--- src/rtl/serial_bit_tx.sv ---
// serial_bit_tx: LSB-first serializer with valid/ready word load and done pulse.
// Optional even-parity bit appended when SERIAL_TX_PARITY_EN is defined.
module serial_bit_tx #(
    parameter int WIDTH = 8,
    parameter int GAP   = 1
) (
    input  logic             clock,
    input  logic             reset_b,
    input  logic             load_valid,
    output logic             load_ready,
    input  logic [WIDTH-1:0] load_data,
    output logic             serial_out,
    output logic             busy,
    output logic             done
);

    localparam int CNT_MAX = (WIDTH > GAP + 1) ? WIDTH : GAP + 1;
    localparam int CW      = (CNT_MAX > 1) ? $clog2(CNT_MAX) : 1;

    localparam logic [CW-1:0] BIT_LAST = CW'(WIDTH - 1);
    localparam logic [CW-1:0] GAP_LAST = CW'((GAP > 0) ? GAP - 1 : 0);

    typedef enum logic [1:0] {
        S_IDLE,
        S_SHIFT,
        S_PARITY,
        S_GAP
    } state_t;

    state_t           state_q,   state_d;
    logic [CW-1:0]    bit_cnt_q, bit_cnt_d;
    logic [WIDTH-1:0] shift_q,   shift_d;
    logic             serial_q,  serial_d;
    logic             ready_q,   ready_d;
    logic             busy_q,    busy_d;
    logic             done_q,    done_d;
    logic             word_end;
`ifdef SERIAL_TX_PARITY_EN
    logic             parity_q,  parity_d;
`endif

    // Next-state and registered-output logic for the serializer FSM
    always_comb begin
        state_d   = state_q;
        bit_cnt_d = bit_cnt_q;
        shift_d   = shift_q;
        serial_d  = serial_q;
        ready_d   = ready_q;
        busy_d    = busy_q;
        done_d    = 1'b0;
        word_end  = 1'b0;
`ifdef SERIAL_TX_PARITY_EN
        parity_d  = parity_q;
`endif
        unique case (state_q)
            S_IDLE: begin
                serial_d = 1'b0;
                ready_d  = 1'b1;
                busy_d   = 1'b0;
                if (load_valid && ready_q) begin
                    shift_d   = load_data;
                    serial_d  = load_data[0];
                    bit_cnt_d = '0;
                    ready_d   = 1'b0;
                    busy_d    = 1'b1;
                    state_d   = S_SHIFT;
`ifdef SERIAL_TX_PARITY_EN
                    parity_d  = ^load_data;
`endif
                end
            end
            S_SHIFT: begin
                if (bit_cnt_q != BIT_LAST) begin
                    bit_cnt_d = bit_cnt_q + CW'(1);
                    // rotate so bit 1 becomes the next bit on the line
                    shift_d   = {shift_q[0], shift_q[WIDTH-1:1]};
                    serial_d  = shift_q[1];
                end else begin
`ifdef SERIAL_TX_PARITY_EN
                    bit_cnt_d = '0;
                    serial_d  = parity_q;
                    state_d   = S_PARITY;
`else
                    word_end  = 1'b1;
`endif
                end
            end
`ifdef SERIAL_TX_PARITY_EN
            S_PARITY: begin
                word_end = 1'b1;
            end
`endif
            S_GAP: begin
                serial_d = 1'b0;
                if (bit_cnt_q == GAP_LAST) begin
                    bit_cnt_d = '0;
                    ready_d   = 1'b1;
                    busy_d    = 1'b0;
                    state_d   = S_IDLE;
                end else begin
                    bit_cnt_d = bit_cnt_q + CW'(1);
                end
            end
            default: begin
                state_d = S_IDLE;
            end
        endcase

        // last line bit has completed: pulse done and drop the line
        if (word_end) begin
            done_d    = 1'b1;
            serial_d  = 1'b0;
            bit_cnt_d = '0;
            if (GAP > 0) begin
                state_d = S_GAP;
            end else begin
                ready_d = 1'b1;
                busy_d  = 1'b0;
                state_d = S_IDLE;
            end
        end
    end

    // State and output registers with asynchronous active-low reset
    always_ff @(posedge clock or negedge reset_b) begin
        if (!reset_b) begin
            state_q   <= S_IDLE;
            bit_cnt_q <= '0;
            shift_q   <= '0;
            serial_q  <= 1'b0;
            ready_q   <= 1'b1;
            busy_q    <= 1'b0;
            done_q    <= 1'b0;
`ifdef SERIAL_TX_PARITY_EN
            parity_q  <= 1'b0;
`endif
        end else begin
            state_q   <= state_d;
            bit_cnt_q <= bit_cnt_d;
            shift_q   <= shift_d;
            serial_q  <= serial_d;
            ready_q   <= ready_d;
            busy_q    <= busy_d;
            done_q    <= done_d;
`ifdef SERIAL_TX_PARITY_EN
            parity_q  <= parity_d;
`endif
        end
    end

    assign load_ready = ready_q;
    assign serial_out = serial_q;
    assign busy       = busy_q;
    assign done       = done_q;

endmodule

--- config.mk ---
export PLATFORM = sky130hd
export DESIGN_NAME = serial_bit_tx
export DESIGN_NICKNAME = d
export VERILOG_FILES = /design/src/rtl/serial_bit_tx.sv
export SDC_FILE = /design/constraint.sdc
export NUM_CORES = 1
export LEC_CHECK = 0
export ABC_AREA = 1
export CORE_MARGIN = 8
export CORE_UTILIZATION = 54
export CTS_CLUSTER_DIAMETER = 40
export CTS_CLUSTER_SIZE = 10
export DETAILED_ROUTE_END_ITERATION = 16
export PLACE_DENSITY = 0.89
export SYNTH_ARGS = -nofsm -noshare
export SYNTH_HDL_FRONTEND = slang
export SYNTH_SLANG_ARGS = --single-unit
--- constraint.sdc ---
create_clock -name clock -period 3.29 [get_ports clock]
set_clock_uncertainty 0.15 [all_clocks]
set_input_delay 0.658 -clock clock [delete_from_list [all_inputs] [get_ports clock]]
set_output_delay 0.658 -clock clock [all_outputs]
set_load 0.02 [all_outputs]
==> out/results.txt, run 1 <==
Run status = finished, final reports clean
Largest family of logic cells by synthesized area = simple AND/OR/NAND/NOR gates
Vias per cell = 5.24
I/O Pins = 15
Slowest stage delay, CP = 0.60 ns
WHS = 0.351 ns
HPWL Detailed = 1.35 mm
Die Wd = 56.2 um
Synth area leader = dfrtp_1
Total Negative Setup Slacks = 0 ns
Synth top area cells = dfrtp_1 46%, nand2_1 22%, nand3_1 12%, ha_1 4.3%, inv_1 3.9%
RSZ-0062 raised after global routing = false
Slew @ Worst Pin = 0.760 ns
Post-CTS resize count = 0
Worst vdd ir = 0.702 mV
Cells after synthesis = 116
Crit end category = output port
Worst setup margin = 1.05 ns
Antenna violations before repair = 0
Routed wire length = 1.86 mm
Placed cell area = 0.00102 sq mm
Floorplan core area = 0.00151 sq mm
Tightest Hold Check Type = reg -> reg
Min cycle time layout = 2.24 ns
Synth Area in Simple Gates = 0.387
Post-Syn Nets = 130
Clk_lat worst skew = 0.28 ns
Fmax = 446 MHz
Top cell type's share of synthesized area = 0.459
Setup Fix Bufs, Post-CTS = 0
DRT antenna net count = 0
Final number of setup-violating endpoints = 0
Mapped Avg Cell Area = 7.52 sq um
Nets@finish = 146
Most frequent cells in the layout = 52 x nand2_1, 21 x nand3_1, 16 x dfrtp_1, 14 x clkdlybuf4s50_1, 9 x inv_1
XOR/XNOR share of the synthesized area = 0
Commonest non-fill, non-tap cell in the layout = nand2_1
Synth unique cells = 15
Synthesized flop and latch total = 17
Wire length of the first global-routing pass = 3.17 mm
Hold_buf cts = 0
CTS root buffer = clkbuf_4
Leak = 0.586 nW
Synth warnings = 0
Die Ht = 56.2 um
Compound-Gate Fraction of Synth Area = 0.0115
# DRC = 0
Period utilization = 0.682
Via count = 770
Final hold vios = 0
Max-slew violation count = 0
CTS clk-pin slew, worst paths = 0.10 ns
Final core area utilization = 0.693
DP Worst Slack = 1.33 ns
Grt ovf = 0
Critical path depth = 1
Register area share after synthesis = 0.489
Antenna Cells = 0
Wirelength per Cell = 12.7 um
Area growth, synth to finish = 19.7%
CP max-delay cell = clkdlybuf4s50_1
DR iter-0 viols = 14
Critical path class = reg -> out
Vias in the first global route = 727
H-tree levels = 1
Buf/Inv on CP = 1
Tot GR Track Use = 0.117
CP max FO = 3
Crit path DAT = 1.44 ns
Row cnt = 14
Worst setup SP type = flip-flop
Post-Syn Area = 872 sq um
Power per cell area = 973 mW/mm^2
Post-synthesis adder-cell area fraction = 0.0430
Reg2reg path depth = 7
Finished Cell Area = 0.00104 sq mm
CTS Buf Count = 3
Clock sinks = 17
Hold path depth = 2
# fillers = 136
Post-synthesis mux area share = 0
Worst slew margin = 0.492
Layout cells sized above 1 = 0.0763
CP delay by family, top = buffers and inverters
CTS Buffer Depth = 2
Largest net degree at the start of global routing = 18
CP required = 2.48 ns
Max_cap viols = 0
Port bufs = 14
DIE AREA = 0.00316 sq mm
Crit-path cells = clkdlybuf4s50_1
GP Congestion = 0.759
Initial core utilization = 0.579
CTS tree = done
Drt pass-1 iters = 4
layer usage:
| layer | part of all wire | GRT usage |
|---|---|---|
| met4 | 0.0038 | 0.0309 |
| met3 | 0.047 | 0.0251 |
| met5 | 0 | 0 |
| met1 | 0.47 | 0.157 |
| met2 | 0.48 | 0.184 |
through the flow:
| step | power [mW] | std cells |
|---|---|---|
| after floorplan | 0.767 | 116 |
| after global placement | 0.877 | 143 |
| after detailed placement | 0.907 | 143 |
| after CTS | 1.02 | 147 |
| after global routing | 1.11 | 147 |
| final | 1.02 | 147 |
final cells by class:
type,count,area (sq um),area share
clock buffers,4,26.3,0.0252
inverters,12,45.0,0.0432
multi-input cells,84,385,0.369
flip-flops and latches,17,427,0.409
well taps,16,20.0,0.0192
repair buffers,14,140,0.134
where the power goes:
group | switching (mW) | total [mW] | internal [mW]
Combinational | 0.319 | 0.512 | 0.193
Sequential | 0.0803 | 0.391 | 0.311
Clock | 0.0646 | 0.112 | 0.0470
state kept, by name, indices dropped and copies added, names as in the netlist:
| signal | flops |
|---|---|
| bit_cnt_q | 3 |
| busy | 1 |
| done | 1 |
| load_ready | 1 |
| serial_out | 1 |
| shift_q | 8 |
| state_q | 2 |
kinds of logic after synthesis:
kind of cell,after synthesis
and+or+nand+nor,79
AOI/OAI and AO/OA,2
DFF,17
buffers and inverters,15
adders and majority gates,3
worst reg2reg max path, cell delays in order, from the launching register on:
cell,delay (ns)
dfrtp_1,0.41
ha_1,0.20
ha_1,0.20
inv_1,0.06
nand3_1,0.33
nand2_2,0.32
nand2_1,0.10
nand2_1,0.08
synth_stat cells:
library cell / instances
clkinv_1: 1
nor2_1: 2
ha_1: 3
inv_1: 9
buf_2: 3
dfrtp_1: 16
a21oi_1: 1
nor2_2: 1
inv_2: 2
nand2_4: 1
dfstp_2: 1
nand2_2: 2
o21ai_1: 1
nand3_1: 21
nand2_1: 52
path summary, 6_finish.rpt:
check                        startpoint         end  slack [ns]
setup reg to reg           bit_cnt_q[0]  serial_out        1.40
min in group asynchronous       reset_b  shift_q[5]        0.66
setup / recovery             load_ready  load_ready        1.05
hold reg to reg              load_ready  load_ready        0.35
max in group asynchronous       reset_b  shift_q[4]        1.85
hold / removal               load_ready  load_ready        0.35
Note: power is estimated with default switching activity, not from simulation.
==> run 2: changes to the inputs <==
CORE_UTILIZATION = 45   (was 54)
PLACE_DENSITY = 0.8   (was 0.89)
clock period = 2 ns   (was 3.29 ns; I/O delays follow)
==> run 2 against run 1 <==
Compared with the run above:
- clock power up 67%
- total power rose by 69%
- via count up 1.0%
- worst setup slack got worse by 0.87 ns
- utilization decreased by 12 points
- critical endpoint is now busy
- largest cell class unchanged
==> out/results.txt, run 2 (synthesized netlist as in run 1, its figures left out) <==
Area growth, synth to finish = 24.7%
Final hold vios = 0 (unchanged)
Layout cells sized above 1 = 0.111 (+0.0348)
Power per cell area = 1570 mW/mm^2 (+62%)
Buf/Inv on CP = 1 (unchanged)
WHS = 0.224 ns (-0.127 ns)
Hold_buf cts = 0 (unchanged)
DIE AREA = 0.00360 sq mm (+14%)
Crit-path cells = clkdlybuf4s50_1
Total power = 1.71 mW (+69%)
Run status = finished, final reports clean
Register area = 427 sq um (unchanged)
H-tree levels = 1 (unchanged)
Min cycle time layout = 1.82 ns
Highest routed layer = met4
Worst setup SP type = flip-flop
DP Worst Slack = 0.250 ns (-1.08 ns)
Drt pass-1 iters = 4 (unchanged)
Slew @ Worst Pin = 0.373 ns (-0.386 ns)
CP delay by family, top = buffers and inverters
Met3 wire length = 94 um (+6.8%)
Met2 wire len = 946 um (+5.3%)
Max-slew violation count = 0 (unchanged)
CP required = 1.45 ns (-1.03 ns)
Biggest regs = shift_q (8), bit_cnt_q (3), state_q (2)
Worst vdd ir = 0.904 mV (+29%)
Worst slew margin = 0.750 (+0.258)
Placed cell area = 0.00106 sq mm (+4.3%)
GP Congestion = 0.833 (+9.7%)
Clock sinks = 17 (unchanged)
I/O Pins = 15 (unchanged)
Worst setup margin = 0.179 ns (-0.867 ns)
Max_cap viols = 0 (unchanged)
HPWL Detailed = 1.46 mm (+7.6%)
Slowest stage delay, CP = 0.61 ns (about the same)
Final number of setup-violating endpoints = 0 (unchanged)
Commonest non-fill, non-tap cell in the layout = nand2_1
Setup Fix Bufs, Post-CTS = 0 (unchanged)
Fmax = 549 MHz
DR iter-0 viols = 15 (+1)
CTS Buffer Depth = 2 (unchanged)
Via count = 778 (+1.0%)
Final Non-Filler Cells = 162 (+10%)
RSZ-0062 raised after global routing = false
Antenna Cells = 0 (unchanged)
Final core area utilization = 0.572 (-0.121)
Antenna violations before repair = 0 (unchanged)
Leak = 0.608 nW (+3.9%)
Tot GR Track Use = 0.129 (+0.0117)
# fillers = 186 (+37%)
Initial core utilization = 0.459 (-0.120)
Vias per cell = 4.80 (-8.3%)
Floorplan core area = 0.00190 sq mm (+26%)
CTS clk-pin slew, worst paths = 0.10 ns (about the same)
Die Ht = 60.0 um (+6.8%)
Wirelength per Cell = 11.9 um (-6.1%)
CP max-delay cell = clkdlybuf4s50_1
Die Wd = 60.0 um (+6.8%)
CTS root buffer = clkbuf_4
Port bufs = 14 (unchanged)
Post-CTS resize count = 1 (+1)
Finished Cell Area = 0.00109 sq mm (+4.2%)
Crit end category = output port
Total Negative Setup Slacks = 0 ns (unchanged)
CTS Buf Count = 3 (unchanged)
Largest Register = shift_q
# DRC = 0 (unchanged)
Wire length of the first global-routing pass = 3.51 mm (+11%)
Post-Route M1 WL = 841 um (-2.8%)
Multi-input gate area = 385 sq um (unchanged)
Critical path class = reg -> out
Grt ovf = 0 (unchanged)
Most frequent cells in the layout = 52 x nand2_1, 21 x nand3_1, 16 x dfrtp_1, 13 x clkdlybuf4s50_1, 9 x inv_1
Vias in the first global route = 828 (+14%)
CP max FO = 2 (-1)
DRT antenna net count = 0 (unchanged)
Row cnt = 16 (+2)
Crit path DAT = 1.27 ns (-0.17 ns)
Clk_lat worst skew = 0.29 ns (about the same)
CTS tree = done
Largest net degree at the start of global routing = 14 (-4)
Period utilization = 0.910
Cell total after placement = 158 (+10%)
Number of flip-flops in the largest register = 8 (unchanged)
Nets@finish = 150 (+2.7%)
Routed wire length = 1.93 mm (+3.5%)
Tightest Hold Check Type = in -> async
-- run 2: layer usage --
metal,vias up,track usage
met5,-,0
met4,0,0.0714
met3,5,0.0301
met2,10,0.223
met1,364,0.140
li1,399,-
-- run 2: path summary, 6_finish.rpt --
| check | startpoint | end | slack, ns | cells past startpoint |
|---|---|---|---|---|
| setup / recovery | busy | busy | 0.18 | 1 |
| hold / removal | reset_b | state_q[0] | 0.22 | 1 |
| min in group clock | load_ready | load_ready | 0.34 | 2 |
| setup reg to reg | bit_cnt_q[0] | shift_q[6] | 0.22 | 7 |
| hold reg to reg | load_ready | load_ready | 0.34 | 2 |
| max in group asynchronous | reset_b | serial_out | 1.00 | 2 |
-- run 2: worst register-to-register path: cells and delay by family (launching register included) --
| kind | cells | cell delay (ns) |
|---|---|---|
| adders and majority gates | 2 | 0.40 |
| and+or+nand+nor | 3 | 0.40 |
| DFF | 1 | 0.41 |
| buffers and inverters | 2 | 0.30 |
-- run 2: power by group --
group,total [mW],internal [mW],switching (mW)
Clock,0.187,0.0746,0.113
Combinational,0.910,0.351,0.559
Sequential,0.614,0.512,0.103
Total,1.71,0.937,0.774
-- run 2: cell type report --
class	count	area share
clock buffers	3	0.0207
flip-flops and latches	17	0.392
multi-input cells	84	0.354
well taps	27	0.0311
inverters	12	0.0414
repair buffers	18	0.155
clock inverters	1	0.00460
